$ cat src/rtl/pipe_pkg.sv
// Shared constants for the MIPS pipeline stage registers: NOP encoding,
// exception codes and data-lane indices.
package pipe_pkg;

  localparam int unsigned EXC_W = 5;

  localparam logic [31:0] INS_NOP = 32'h0000_0000;

  localparam logic [EXC_W-1:0] EXC_INT  = 5'd0;
  localparam logic [EXC_W-1:0] EXC_ADEL = 5'd4;
  localparam logic [EXC_W-1:0] EXC_ADES = 5'd5;
  localparam logic [EXC_W-1:0] EXC_RI   = 5'd10;
  localparam logic [EXC_W-1:0] EXC_OV   = 5'd12;

  localparam int unsigned LANE_V1  = 0;
  localparam int unsigned LANE_V2  = 1;
  localparam int unsigned LANE_EXT = 2;

endpackage

$ cat src/rtl/pipe_sat_counter.sv
// Saturating event counter: counts inc cycles, sticks at all-ones, cleared by
// the synchronous active-high reset.
module pipe_sat_counter #(
  parameter int unsigned CNT_W = 32
) (
  input  logic             clk,
  input  logic             reset,
  input  logic             inc,
  output logic [CNT_W-1:0] cnt
);

  logic [CNT_W-1:0] cnt_d;
  logic [CNT_W-1:0] cnt_q;

  // Next count: increment unless already saturated.
  always_comb begin
    cnt_d = cnt_q;
    if (inc && (cnt_q != {CNT_W{1'b1}})) begin
      cnt_d = cnt_q + {{(CNT_W-1){1'b0}}, 1'b1};
    end else begin
      cnt_d = cnt_q;
    end
  end

  // Count register.
  always_ff @(posedge clk) begin
    if (reset) begin
      cnt_q <= {CNT_W{1'b0}};
    end else begin
      cnt_q <= cnt_d;
    end
  end

  assign cnt = cnt_q;

endmodule

$ cat src/rtl/pipe_stage_reg.sv
// Inter-stage pipeline register (D->E, E->M, M->W) with hold/bubble/flush.
// Define PIPE_PERF_CNT_EN to add the stall/bubble performance counters.
module pipe_stage_reg
  import pipe_pkg::*;
#(
  parameter int unsigned DATA_W    = 32,
  parameter int unsigned NUM_LANES = 3,
  parameter int unsigned EXC_W     = pipe_pkg::EXC_W,
  parameter int unsigned CNT_W     = 32
) (
  input  logic                        clk,
  input  logic                        reset,
  input  logic                        hold,
  input  logic                        bubble,
  input  logic                        flush,
  input  logic                        valid_i,
  input  logic [31:0]                 ins_i,
  input  logic [NUM_LANES*DATA_W-1:0] lane_i,
  input  logic [31:0]                 pc_i,
  input  logic [31:0]                 pc8_i,
  input  logic [EXC_W-1:0]            exc_i,
  input  logic                        bd_i,
  output logic                        valid_o,
  output logic [31:0]                 ins_o,
  output logic [NUM_LANES*DATA_W-1:0] lane_o,
  output logic [31:0]                 pc_o,
  output logic [31:0]                 pc8_o,
  output logic [EXC_W-1:0]            exc_o,
`ifdef PIPE_PERF_CNT_EN
  output logic [CNT_W-1:0]            stall_cnt_o,
  output logic [CNT_W-1:0]            bubble_cnt_o,
`endif
  output logic                        bd_o
);

  localparam int unsigned LW = NUM_LANES * DATA_W;

  logic          valid_d, valid_q;
  logic [31:0]   ins_d, ins_q;
  logic [LW-1:0] lane_d, lane_q;
  logic [31:0]   pc_d, pc_q;
  logic [31:0]   pc8_d, pc8_q;
  logic [EXC_W-1:0] exc_d, exc_q;
  logic          bd_d, bd_q;

  // Next stage contents, priority flush > hold > bubble > load.
  always_comb begin
    valid_d = valid_q;
    ins_d   = ins_q;
    lane_d  = lane_q;
    pc_d    = pc_q;
    pc8_d   = pc8_q;
    exc_d   = exc_q;
    bd_d    = bd_q;
    if (flush) begin
      valid_d = 1'b0;
      ins_d   = 32'h0000_0000;
      lane_d  = {LW{1'b0}};
      pc_d    = 32'h0000_0000;
      pc8_d   = 32'h0000_0000;
      exc_d   = {EXC_W{1'b0}};
      bd_d    = 1'b0;
    end else if (hold) begin
      valid_d = valid_q;
    end else if (bubble) begin
      // PC/BD keep flowing so an exception on the bubble reports correct EPC/BD.
      valid_d = 1'b0;
      ins_d   = INS_NOP;
      lane_d  = {LW{1'b0}};
      pc_d    = pc_i;
      pc8_d   = 32'h0000_0000;
      exc_d   = {EXC_W{1'b0}};
      bd_d    = bd_i;
    end else begin
      valid_d = valid_i;
      ins_d   = ins_i;
      lane_d  = lane_i;
      pc_d    = pc_i;
      pc8_d   = pc8_i;
      exc_d   = exc_i;
      bd_d    = bd_i;
    end
  end

  // Stage register.
  always_ff @(posedge clk) begin
    if (reset) begin
      valid_q <= 1'b0;
      ins_q   <= 32'h0000_0000;
      lane_q  <= {LW{1'b0}};
      pc_q    <= 32'h0000_0000;
      pc8_q   <= 32'h0000_0000;
      exc_q   <= {EXC_W{1'b0}};
      bd_q    <= 1'b0;
    end else begin
      valid_q <= valid_d;
      ins_q   <= ins_d;
      lane_q  <= lane_d;
      pc_q    <= pc_d;
      pc8_q   <= pc8_d;
      exc_q   <= exc_d;
      bd_q    <= bd_d;
    end
  end

  assign valid_o = valid_q;
  assign ins_o   = ins_q;
  assign lane_o  = lane_q;
  assign pc_o    = pc_q;
  assign pc8_o   = pc8_q;
  assign exc_o   = exc_q;
  assign bd_o    = bd_q;

`ifdef PIPE_PERF_CNT_EN
  logic stall_inc_s;
  logic bubble_inc_s;

  assign stall_inc_s  = hold & ~flush;
  assign bubble_inc_s = bubble & ~hold & ~flush;

  pipe_sat_counter #(.CNT_W(CNT_W)) u_stall_cnt (
    .clk   (clk),
    .reset (reset),
    .inc   (stall_inc_s),
    .cnt   (stall_cnt_o)
  );

  pipe_sat_counter #(.CNT_W(CNT_W)) u_bubble_cnt (
    .clk   (clk),
    .reset (reset),
    .inc   (bubble_inc_s),
    .cnt   (bubble_cnt_o)
  );
`else
  if (CNT_W < 1) begin : g_bad_cnt_w
    $error("CNT_W must be at least 1");
  end
`endif

endmodule

$ cat config.mk
export PLATFORM = sky130hd
export DESIGN_NAME = pipe_stage_reg
export DESIGN_NICKNAME = d
export VERILOG_FILES = /design/src/rtl/pipe_pkg.sv /design/src/rtl/pipe_sat_counter.sv /design/src/rtl/pipe_stage_reg.sv
export SDC_FILE = /design/constraint.sdc
export NUM_CORES = 1
export LEC_CHECK = 0
export BUFFER_PORTS_ARGS = -buffer_cell sky130_fd_sc_hd__clkbuf_2
export CORE_AREA = 2 2 157 159
export CTS_CLUSTER_DIAMETER = 50
export CTS_CLUSTER_SIZE = 25
export DETAILED_ROUTE_END_ITERATION = 7
export DIE_AREA = 0 0 159 161
export PLACE_DENSITY_LB_ADDON = 0.05
export SETUP_SLACK_MARGIN = 0.02
export SLEW_MARGIN = 0
export SYNTH_ARGS = -nofsm -noshare
export SYNTH_HDL_FRONTEND = slang
export SYNTH_SLANG_ARGS = --single-unit
$ cat constraint.sdc
create_clock -name clk -period 1.4 [get_ports clk]
set_input_delay 0.28 -clock clk [delete_from_list [all_inputs] [get_ports clk]]
set_output_delay 0.28 -clock clk [all_outputs]
set_load 0.05 [all_outputs]
# Word-level counts from Yosys, hierarchy flattened
# Cells that the tools add are included.
[totals] ff_bits=199 latchBits=0 ramBits=0 rom_bits=0 in_bits=204 out_inout_bits=199 mem_count=0
[op_classes] n_addsub=0 n_mul=0 div_mod_pow=0 n_lt_le_gt_ge=0 eq_ne=0 n_shift=0 muxes=5 bitwise_logic=0 reduce_logical=1
[op_table] operator="$mux W96" n=1
[op_table] operator="$mux W32" n=2
[op_table] operator="$mux W5" n=1
[op_table] operator="$reduce_or A2 Y1" n=1
[op_table] operator="$mux W1" n=1

# Logic depth before layout (Yosys ltp)
# Gate-level depths: netlist of run 1.
[logic_depth] depth_word=1 ltp_mapped=5 depth_no_buf=2

# Least setup slack after synthesis of run 1
# No wires, ideal clock.
[synth_path] kind="input port to flip-flop" startpoint="input flush" endpoint="register ins_q[0] (netlist: ins_o[0])" setup_ns=0.070 arrival_ns=1.111 required_time_ns=1.330 setup_slack_ns=0.219 path_stages=5 path_cell_list="or2_2 > buf_2 > buf_4 > buf_2 > a21oi_1"
[synth_between] elab_chain_len=1
[synth_lines] element="from (decl)" line="pipe_stage_reg.sv:15" source="input logic flush,"
[synth_lines] element="$reduce_or A2 Y1 (no source line)"
[synth_lines] element="to (signal assigned)" line="pipe_stage_reg.sv:97" source="ins_q <= ins_d;"
[synth_lines] element="to (decl)" line="pipe_stage_reg.sv:39" source="logic [31:0] ins_d, ins_q;"
# Every way passes these cells.
# A chain may end at the register's enable or synchronous reset.

# Worst setup path after layout of run 1
[layout_path] startpoint="register pc8_q[5] (netlist: pc8_o[5])" endpoint="output pc8_o[5]"
[layout_lines] element="from (decl)" line="pipe_stage_reg.sv:42" source="logic [31:0] pc8_d, pc8_q;"
[layout_lines] element="from (signal assigned)" line="pipe_stage_reg.sv:100" source="pc8_q <= pc8_d;"
[layout_lines] element="to (decl)" line="pipe_stage_reg.sv:27" source="output logic [31:0] pc8_o,"
# No word-level cell between the ends.

==> reports/qor_table.md, run 1 <==
| Metric | Value |
|:---|:---|
| Number of buffers added on ports | 402 |
| Worst endpoint data arrival time | 1.07 ns |
| Register area | 3980 sq um |
| Die boundary height | 161 microns |
| Antenna-violating nets left | 0 |
| Multi-input combinational cell area | 3370 sq um |
| Number of distinct standard cells referenced by the synthesized netlist | 14 |
| Post-synth top area cell | sky130_fd_sc_hd__dfxtp_1 |
| Hold Path End | pc_o[14] |
| Number of failing setup endpoints in the final timing report | 0 |
| GRT Util Overall | 18.4% |
| Sequential-to-total area share from yosys stat | 50.9% |
| Crit path largest cell delay | 0.39 ns |
| Vias | 7075 |
| Count of hold-fix buffers inserted at cts | 0 |
| Period Utilization, post-route | 96.7% |
| Layout Cell Area excl Fill | 10900 sq um |
| Setup fix buffers added after clock tree synthesis | 0 |
| Final Hold Slack | 0.0708 ns |
| First-pass GRT wire length | 37600 microns |
| Number of nets in the synthesized netlist | 1048 |
| Leakage power total | 4.85 nW |
| Critical Path End Type | output pin |
| Mean cell area of the mapped netlist | 9.27 sq um |
| Final critical path time including I/O delays and setup | 1.35 ns |
| Number of violations of the max-capacitance limit | 0 |
| Slack of the worst reg-to-reg path | 0.78 ns |
| Power density of the placed cells | 1150 nW/um^2 |
| Overall die width | 159 microns |
| Net count of the finished layout | 1421 |
| Area of the mapped netlist | 7820 sq um |
| FILL cells | 2524 |
| TritonCTS buffer count | 17 |
| Clock skew after layout | 0 ns |
| # rows | 57 |
| Highest Clock Rate | 738 MHz |
| Slowest library cell on the worst path | sky130_fd_sc_hd__dfxtp_1 |
| Register bit total from synthesis | 199 |
| Clock-pin slew on the worst setup and hold paths | 0.09 ns |
| Starting utilization of the core area | 32.6% |
| Sum of routed wire length over all layers | 24400 microns |
| VDD IR-drop max | 636 uV |
| Remaining design rule violation count | 0 |
| Number of antenna diodes | 0 |
| Worst r2r path cells | 2 |
| Total congestion overflow | 0 |
| Type of origin of the critical path | register |
| Total number of yosys warnings | 0 |
| Reg2Reg Launch Point | pc8_o[5] |
| Worst Hold Path Cells | 3 |
| DP Cell Count | 1522 |
| Bufs and invs on worst path | 1 |
| Placed wire-length estimate | 17400 microns |
| GP Congestion | 0.760 |
| TritonCTS clock tree | yes |
| Hold Violations, Final | 0 |
| Final total negative setup slack | 0 ns |
| Syn Inst Count | 844 |
| Path category of the worst min-delay check | in -> reg |
| Core area | 24000 sq um |
| Outcome | complete, no violations |
| Number of top-level design ports | 403 |
| Drt via density | 4.55 |
| Die area | 25600 sq um |
| Post-synth top area share | 50.9% |
| Clock buffer depth | 2 |
| Number of H-tree branching levels | 4 |
| CTS sink count | 199 |
| Largest fanout of any net on the critical path | 2 |
| Ranking of synthesized cells by area | sky130_fd_sc_hd__dfxtp_1 51%, sky130_fd_sc_hd__or3b_1 16%, sky130_fd_sc_hd__a21oi_1 11%, sky130_fd_sc_hd__nand2_1 8.0%, sky130_fd_sc_hd__mux2i_1 4.2% |
| Worst EP required | 1.12 ns |
| Dominant delay contributor by cell family on the critical path | flip-flops |
| Max Transition Viols Final | 0 |
| Clock tree root buffer cell | sky130_fd_sc_hd__clkbuf_16 |
| Vias in the first global route | 6739 |
| Worst r2r dst | pc8_o[5] |
| Cell Count, Final, Fillers Out | 1554 |
| Initial antenna violation count | 1 |
| Cell-by-cell trace of the critical path | clkbuf_4 |
| Insertion delay to the later sink of the worst-skew pair | 0.43 ns |
| Normalized max-slew margin | 72.3% |
| DR pass1 iterations | 4 |
| Critical path type | reg -> out |
| Share of final-layout standard cells stronger than drive strength 1 | 39.9% |
| Final core utilization | 45.3% |
| Layout overhead on the synthesized area | 38.9% |
| Startpoint of the most critical hold path | pc_i[14] |
| Detailed-route wire length per cell | 15.7 microns |
| Transition time of the tightest slew-check pin | 0.416 ns |
| Total placed instance area | 10200 sq um |
| Unrepaired setup endpoints after global routing | yes |
| Maximum number of pins on one net before global-route repair | 58 |
| Number of DRC violations after detailed-routing iteration 0 | 304 |
## layout make-up
| type | count | share of cell area, % |
|---|---|---|
| Sequential cell | 199 | 36.7 |
| Multi-Input combinational cell | 565 | 31.0 |
| Timing Repair Buffer | 434 | 23.1 |
| Clock buffer | 19 | 3.99 |
| Tap cell | 324 | 3.73 |
| Clock inverter | 13 | 1.47 |
## metrics by stage
stage | worst slack, ns | power, mW
2_1_floorplan | 0.219 | 7.02
4_1_cts | 0.0207 | 12.7
3_5_place_dp | 0.00223 | 7.61
5_1_grt | 0.0108 | 13.0
6_report | 0.0455 | 12.5
3_3_place_gp | 0.00940 | 7.61
## cells by family (layout without fill, tap and decap cells)
group	after synthesis	count (layout)	synth area share [%]
buffers and inverters	80	466	6.00
AND/OR/NAND/NOR	366	366	28.2
multiplexers	33	33	4.22
AO/OA/AOI/OAI	166	166	10.6
flip-flops	199	199	50.9
## worst max path at each step
stage                     from         end  slack, ns  cells after the start
global placement        bubble  lane_o[38]      0.009                      4
CTS                 lane_o[68]  lane_o[68]       0.02                      1
global route          pc_o[23]    pc_o[23]       0.01                      1
detailed placement      bubble  lane_o[37]      0.002                      4
finish                pc8_o[5]    pc8_o[5]       0.05                      1
floorplan                flush    ins_o[0]       0.22                      5
## what timing repair did
item / CTS / global route
hold endpoints to repair: 0 / 0
resized for setup: 8 / 107
setup endpoints to repair: 8 / 93
## state kept, by name, indices dropped and copies added (netlist names)
signal   cells
valid_o      1
lane_o      96
pc_o        32
ins_o       32
bd_o         1
pc8_o       32
exc_o        5
## cells in the mapped netlist (all sizes together)
cell / n
clkbuf: 25
or3b: 166
nand2: 166
mux2i: 33
dfxtp: 199
buf: 55
or2: 1
nor2: 33
a21oi: 166
## power breakdown
part | internal [mW] | switching [mW]
combinational | 0.632 | 0.996
sequential | 5.78 | 0.0613
clock | 2.56 | 2.44
## per-layer routing
layer / global-route usage, % / routed length [microns]
met5: 0 / 11
met4: 7.48 / 713
met3: 6.21 / 1900
met2: 30.1 / 11400
met1: 22.4 / 10300
## cells in the final DEF (no fill, tap or decap)
master | synthesis | routed
sky130_fd_sc_hd__buf_4 | 4 | 20
sky130_fd_sc_hd__a21oi_1 | 166 | 166
sky130_fd_sc_hd__nand2_1 | 166 | 166
sky130_fd_sc_hd__buf_2 | 36 | 77
sky130_fd_sc_hd__buf_8 | 0 | 1
sky130_fd_sc_hd__or3b_2 | 26 | 26
sky130_fd_sc_hd__bufinv_16 | 0 | 1
sky130_fd_sc_hd__clkbuf_2 | 3 | 301
sky130_fd_sc_hd__clkinv_8 | 0 | 3
sky130_fd_sc_hd__clkinv_4 | 0 | 2
sky130_fd_sc_hd__clkbuf_1 | 22 | 2
sky130_fd_sc_hd__clkbuf_16 | 0 | 17
sky130_fd_sc_hd__buf_12 | 0 | 15
sky130_fd_sc_hd__dfxtp_1 | 199 | 199
sky130_fd_sc_hd__or3b_1 | 140 | 140
sky130_fd_sc_hd__nor2_1 | 33 | 33
sky130_fd_sc_hd__or2_4 | 0 | 1
sky130_fd_sc_hd__inv_8 | 0 | 1
sky130_fd_sc_hd__mux2i_1 | 33 | 33
sky130_fd_sc_hd__inv_6 | 0 | 6
sky130_fd_sc_hd__clkbuf_4 | 0 | 20
No activity file was read; power rests on OpenSTA's default activity.
==> run 2: changes to the inputs <==
--- a/config.mk
+++ b/config.mk
@@ -6,11 +6,11 @@
 export NUM_CORES = 1
 export LEC_CHECK = 0
 export BUFFER_PORTS_ARGS = -buffer_cell sky130_fd_sc_hd__clkbuf_2
-export CORE_AREA = 2 2 157 159
+export CORE_AREA = 2 2 156 158
 export CTS_CLUSTER_DIAMETER = 50
 export CTS_CLUSTER_SIZE = 25
 export DETAILED_ROUTE_END_ITERATION = 7
-export DIE_AREA = 0 0 159 161
+export DIE_AREA = 0 0 158 160
 export PLACE_DENSITY_LB_ADDON = 0.05
 export SETUP_SLACK_MARGIN = 0.02
 export SLEW_MARGIN = 0
==> reports/qor_table.md, run 2 (synthesis gave the netlist of run 1 again) <==
| Metric | Value | Delta |
|:---|:---|:---|
| Unrepaired setup endpoints after global routing | yes |  |
| Number of antenna diodes | 0 | unchanged |
| Net count of the finished layout | 1424 | +0.21% |
| Total placed instance area | 10300 sq um | +0.47% |
| Power density of the placed cells | 1130 nW/um^2 | -1.4% |
| Number of DRC violations after detailed-routing iteration 0 | 321 | +5.6% |
| VDD IR-drop max | 642 uV | +0.86% |
| Overall die width | 158 microns | -0.63% |
| Worst EP required | 1.12 ns | about the same |
| DR pass1 iterations | 4 | unchanged |
| Flip-flop count of the largest register, all copies and words added | 96 | unchanged |
| Switching power summed over all nets | 3.37 mW | -3.5% |
| # rows | 57 | unchanged |
| Leakage power total | 4.83 nW | -0.33% |
| Critical path type | reg -> out |  |
| Crit path largest cell delay | 0.35 ns | -0.04 ns |
| Largest fanout of any net on the critical path | 2 | unchanged |
| Drt via density | 4.55 | about the same |
| Path category of the worst min-delay check | in -> reg |  |
| Register share of total power | 47.5% | +0.6 points |
| Most frequent standard cell in the layout excluding fill and tap cells | sky130_fd_sc_hd__clkbuf_2 |  |
| Cell-by-cell trace of the critical path | clkbuf_2 |  |
| Layout overhead on the synthesized area | 38.9% | about the same |
| Cell Count, Final, Fillers Out | 1555 | +0.064% |
| Initial antenna violation count | 0 | -1 |
| Max Transition Viols Final | 0 | unchanged |
| Normalized max-slew margin | 75.6% | +3.3 points |
| Worst endpoint data arrival time | 1.06 ns | about the same |
| TritonCTS clock tree | yes |  |
| Type of origin of the critical path | register |  |
| Detailed-route wire length per cell | 15.6 microns | -0.23% |
| Combinational power share | 13.3% | +0.2 points |
| Sum of routed wire length over all layers | 24300 microns | -0.16% |
| GP Congestion | 0.793 | +4.3% |
| CTS sink count | 199 | unchanged |
| Clock buffer depth | 2 | unchanged |
| Number of H-tree branching levels | 4 | unchanged |
| Switching Fraction | 27.4% | -0.61 points |
| First-pass GRT wire length | 36900 microns | -2.0% |
| Transition time of the tightest slew-check pin | 0.367 ns | -0.0492 ns |
| Final critical path time including I/O delays and setup | 1.34 ns | -0.0100 ns |
| Most frequent cells in the layout | 337 x sky130_fd_sc_hd__clkbuf_2, 199 x sky130_fd_sc_hd__dfxtp_1, 166 x sky130_fd_sc_hd__nand2_1, 166 x sky130_fd_sc_hd__a21oi_1, 140 x sky130_fd_sc_hd__or3b_1 |  |
| Vias in the first global route | 6691 | -0.71% |
| Number of violations of the max-capacitance limit | 0 | unchanged |
| Outcome | complete, no violations |  |
| Total congestion overflow | 0 | unchanged |
| Share of final-layout standard cells stronger than drive strength 1 | 40.1% | +0.21 points |
| Final total negative setup slack | 0 ns | unchanged |
| Dominant delay contributor by cell family on the critical path | flip-flops |  |
| Remaining design rule violation count | 0 | unchanged |
| Number of top-level design ports | 403 | unchanged |
| Clk pwr share | 39.2% | -0.9 points |
| Antenna-violating nets left | 0 | unchanged |
| Placed wire-length estimate | 17700 microns | +1.3% |
| Clock skew after layout | 0 ns | unchanged |
| Number of failing setup endpoints in the final timing report | 0 | unchanged |
| Insertion delay to the later sink of the worst-skew pair | 0.41 ns | -0.02 ns |
| Number of buffers added on ports | 402 | unchanged |
| Slowest library cell on the worst path | sky130_fd_sc_hd__dfxtp_1 |  |
| Vias | 7075 | unchanged |
| Starting utilization of the core area | 32.8% | +0.20 points |
| Period Utilization, post-route | 96.0% | -0.71 points |
| Hold Violations, Final | 0 | unchanged |
| TritonCTS buffer count | 17 | unchanged |
| Core area | 23800 sq um | -0.60% |
| Maximum number of pins on one net before global-route repair | 65 | +12% |
| GRT Util Overall | 18.6% | +0.14 points |
| Die area | 25300 sq um | -1.2% |
| Die boundary height | 160 microns | -0.62% |
| Clock tree root buffer cell | sky130_fd_sc_hd__clkbuf_16 |  |
| Bufs and invs on worst path | 1 | unchanged |
| Highest Clock Rate | 744 MHz | +0.74% |
| Critical Path End Type | output pin |  |
| DP Cell Count | 1525 | +0.20% |
| Count of hold-fix buffers inserted at cts | 0 | unchanged |
| Layout Cell Area excl Fill | 10900 sq um | about the same |
| Clock-pin slew on the worst setup and hold paths | 0.08 ns | about the same |
| Internal | 8.93 mW | -0.49% |
==> run 2: cell types whose count changed in the layout (fill, tap and decap cells not counted), sizes merged <==
cell	delta
inv	-1
buf	-28
clkbuf	+29
clkinvlp	+1
==> run 2: what timing repair did <==
item	CTS	global route
endpoints found under the setup margin	7	56
pin swaps	0	0
setup buffers	0	0
cloned	0	0
resized for setup	7	64
==> run 2: area by class of cell <==
type / count / area, sq um
clock buffer: 17 / 425
multi-input combinational: 565 / 3370
sequential: 199 / 3980
timing repair buffer: 437 / 2540
fill: 2434 / 13000
clock inverter: 13 / 140
tap: 324 / 405
==> run 2: metrics by stage <==
step / util [%] / power (mW) / hold slack [ns] / setup slack, ns
CTS: 45.5 / 12.5 / 0.0544 / 0.0209
detailed placement: 43.1 / 7.63 / 0.451 / 0.0346
global placement: 43.1 / 7.63 / 0.447 / 0.0556
finish: 45.6 / 12.3 / 0.0762 / 0.0555
floorplan: - / 7.02 / 0.424 / 0.219
global route: 45.6 / 12.8 / 0.0756 / 0.00735
==> run 2: power by group through the flow <==
stage                     registers (mW)  logic (mW)  clock network (mW)
after CTS                           5.85        1.66                5.02
after global routing                5.86        1.77                5.20
after floorplan                     6.41       0.610                   0
final                               5.85        1.64                4.82
after detailed placement            5.98        1.65                   0
after global placement              5.98        1.65                   0
==> run 2: tightest hold or removal path: stages <==
cell                       delay (ns)
sky130_fd_sc_hd__clkbuf_2        0.07
sky130_fd_sc_hd__mux2i_1         0.05
sky130_fd_sc_hd__nor2_1          0.07
==> run 2: layer usage <==
| layer | GRT usage (%) | part of all wire, % | vias up | wire length [microns] |
|---|---|---|---|---|
| met3 | 6.78 | 9.3 | 24 | 2260 |
| met1 | 21.6 | 41 | 3176 | 9920 |
| li1 | - | - | 3635 | - |
| met5 | 0 | 0 | - | 0 |
| met2 | 31.7 | 48 | 240 | 11700 |
| met4 | 5.65 | 1.7 | 0 | 406 |
==> run 2: path summary, 6_finish.rpt <==
kind	from	to	slack, ns	cells past startpoint
worst max-delay path	lane_o[31]	lane_o[31]	0.06	1
worst max register to register	lane_o[53]	lane_o[53]	0.77	2
worst min register to register	lane_o[24]	lane_o[24]	0.46	2
worst min-delay path	pc_i[26]	pc_o[26]	0.08	3
==> run 3: changes to the inputs <==
--- a/config.mk
+++ b/config.mk
@@ -6,13 +6,13 @@
 export NUM_CORES = 1
 export LEC_CHECK = 0
 export BUFFER_PORTS_ARGS = -buffer_cell sky130_fd_sc_hd__clkbuf_2
-export CORE_AREA = 2 2 156 158
+export CORE_AREA = 10 10 147 149
 export CTS_CLUSTER_DIAMETER = 50
 export CTS_CLUSTER_SIZE = 25
 export DETAILED_ROUTE_END_ITERATION = 7
-export DIE_AREA = 0 0 158 160
+export DIE_AREA = 0 0 157 159
 export PLACE_DENSITY_LB_ADDON = 0.05
-export SETUP_SLACK_MARGIN = 0.02
+export SETUP_SLACK_MARGIN = 0.2
 export SLEW_MARGIN = 0
 export SYNTH_ARGS = -nofsm -noshare
 export SYNTH_HDL_FRONTEND = slang
==> reports/qor_table.md, run 3 (synthesis gave the netlist of run 1 again) <==
| Metric | Value | Delta |
|:---|:---|:---|
| Number of H-tree branching levels | 4 | unchanged |
| Insertion delay to the later sink of the worst-skew pair | 0.42 ns | about the same |
| Clock skew after layout | 0 ns | unchanged |
| Total placed instance area | 10100 sq um | -1.3% |
| GP Congestion | 0.837 | +5.5% |
| Grt met1 use | 26.2% | +4.6 points |
| Levels on crit path | 1 | unchanged |
| Number of buffers added on ports | 402 | unchanged |
| DP Cell Count | 1437 | -5.8% |
| Leakage power total | 6.35 nW | +31% |
| GR peak layer | met2 |  |
| Antenna-violating nets left | 0 | unchanged |
| TritonCTS buffer count | 17 | unchanged |
| Net count of the finished layout | 1474 | +3.5% |
| Crit path largest cell delay | 0.38 ns | +0.03 ns |
| Cell Count, Final, Fillers Out | 1518 | -2.4% |
| Power density of the placed cells | 870 nW/um^2 | -23% |
| Starting utilization of the core area | 42.1% | +9.3 points |
| Max Transition Viols Final | 0 | unchanged |
| Hold Violations, Final | 0 | unchanged |
| Vias in the first global route | 8217 | +23% |
| Worst r2r path cells | 4 | +2 |
| Startpoint of the worst setup timing path | exc_o[3] |  |
| Met2 Usage GRT | 44.7% | +13 points |
| Startpoint of the most critical hold path | pc_i[14] |  |
| Final critical path time including I/O delays and setup | 1.26 ns | -0.0890 ns |
| Overall die width | 157 microns | -0.63% |
| Most frequent cells in the layout | 214 x sky130_fd_sc_hd__clkbuf_16, 201 x sky130_fd_sc_hd__clkbuf_2, 189 x sky130_fd_sc_hd__dfxtp_2, 166 x sky130_fd_sc_hd__nand2_1, 166 x sky130_fd_sc_hd__a21oi_1 |  |
| Placed wire-length estimate | 20500 microns | +16% |
| Highest Clock Rate | 797 MHz | +7.1% |
| Normalized max-slew margin | 66.5% | -9.1 points |
| Layout overhead on the synthesized area | 96.2% |  |
| Dominant delay contributor by cell family on the critical path | flip-flops |  |
| Initial antenna violation count | 1 | +1 |
| GRT Util Overall | 25.2% | +6.6 points |
| Clock buffer depth | 2 | unchanged |
| Clock-pin slew on the worst setup and hold paths | 0.08 ns | about the same |
| Worst Hold Path Cells | 3 | unchanged |
| Number of top-level design ports | 403 | unchanged |
| Layout Cell Area excl Fill | 15300 sq um | +41% |
| Core area | 18600 sq um | -22% |
| Post-route setup slack | 0.145 ns | +0.0890 ns |
| Number of DRC violations after detailed-routing iteration 0 | 372 | +16% |
| Type of origin of the critical path | register |  |
| Largest fanout of any net on the critical path | 2 | unchanged |
| Outcome | complete, no violations |  |
| DR pass1 iterations | 7 | +3 |
| Count of hold-fix buffers inserted at cts | 0 | unchanged |
| Slowest library cell on the worst path | sky130_fd_sc_hd__dfxtp_4 |  |
| Bufs and invs on worst path | 1 | unchanged |
| Final Hold Slack | 0.0830 ns | +0.00679 ns |
| CTS sink count | 199 | unchanged |
| VDD IR-drop max | 1020 uV | +58% |
| Total congestion overflow | 0 | unchanged |
| Share of final-layout standard cells stronger than drive strength 1 | 58.0% | +18 points |
| TritonCTS clock tree | yes |  |
| Vias | 7828 | +11% |
| Most frequent standard cell in the layout excluding fill and tap cells | sky130_fd_sc_hd__clkbuf_16 |  |
| Flip-flop count of the largest register, all copies and words added | 96 | unchanged |
| # rows | 50 | -12% |
| Cell-by-cell trace of the critical path | clkbuf_16 |  |
| Transition time of the tightest slew-check pin | 0.503 ns | +0.136 ns |
| Critical Path End Type | output pin |  |
| Clock tree root buffer cell | sky130_fd_sc_hd__clkbuf_16 |  |
| Worst EP required | 1.12 ns | about the same |
| GR Layer Usage met3 | 9.42% | +2.6 points |
| Number of violations of the max-capacitance limit | 0 | unchanged |
| Remaining design rule violation count | 0 | unchanged |
| Drt via density | 5.16 | +13% |
| First-pass GRT wire length | 49600 microns | +34% |
| Sum of routed wire length over all layers | 33900 microns | +40% |
| Unrepaired setup endpoints after global routing | yes |  |
| Post-place setup slack | -0.00938 ns | -0.0440 ns |
| Reg2Reg Launch Point | lane_o[63] |  |
| Worst endpoint data arrival time | 0.98 ns | -0.08 ns |
| Maximum number of pins on one net before global-route repair | 51 | -22% |
| Period Utilization, post-route | 89.7% | -6.4 points |
| Critical path type | reg -> out |  |
| Path category of the worst min-delay check | in -> reg |  |
| Die boundary height | 159 microns | -0.63% |
| Detailed-route wire length per cell | 22.4 microns | +43% |
| Number of failing setup endpoints in the final timing report | 0 | unchanged |
| Die area | 25000 sq um | -1.3% |
==> run 3: cell count changes in the layout (fill, tap and decap cells not counted), moves of 3 or more <==
cell | previous run | this run
sky130_fd_sc_hd__dfxtp_1 | 199 | 0
sky130_fd_sc_hd__clkbuf_16 | 17 | 214
sky130_fd_sc_hd__dfxtp_2 | 0 | 189
sky130_fd_sc_hd__clkbuf_2 | 337 | 201
sky130_fd_sc_hd__buf_4 | 19 | 72
sky130_fd_sc_hd__buf_2 | 48 | 0
sky130_fd_sc_hd__clkbuf_4 | 15 | 0
sky130_fd_sc_hd__dfxtp_4 | 0 | 10
sky130_fd_sc_hd__clkinv_4 | 4 | 0
sky130_fd_sc_hd__buf_12 | 17 | 14
sky130_fd_sc_hd__inv_8 | 4 | 1
==> run 3: worst paths after layout <==
| check | to | slack (ns) |
|---|---|---|
| worst max register to register | lane_o[63] | 0.50 |
| worst max-delay path | exc_o[3] | 0.14 |
| worst min-delay path | pc_o[14] | 0.08 |
| worst min register to register | ins_o[25] | 0.47 |
==> run 3: final cells by class <==
type                       count  area [sq um]
sequential                   199          4260
timing repair buffer         487          6800
tap                          234           293
antenna                        1          2.50
clock inverter                12           164
clock buffer                  20           457
multi-input combinational    565          3370
fill                         951          3230
==> run 3: what timing repair did <==
item | 4_1_cts | 5_1_grt
hold endpoints to repair | 0 | 0
endpoints found under the setup margin | 199 | 199
setup buffers | 10 | 38
gates resized for setup | 799 | 7
pin swaps | 0 | 0
==> run 3: through the flow <==
stage	util, %	setup TNS, ns	total power, mW
final	82.6	0	13.3
after global routing	82.6	0	13.8
after floorplan	-	0	7.02
after detailed placement	54.5	-0.0375	7.63
after global placement	54.5	0	7.63
after CTS	81.0	0	13.3
==> run 3: power breakdown <==
group          internal (mW)  switching [mW]
combinational           1.10            1.10
sequential              5.79           0.127
clock                   2.95            2.28
==> run 3: routing by layer <==
layer / wire length (microns) / vias up
met1: 12200 / 3708
met2: 17500 / 320
met3: 3230 / 56
met5: 0 / -
li1: - / 3744
met4: 1050 / 0
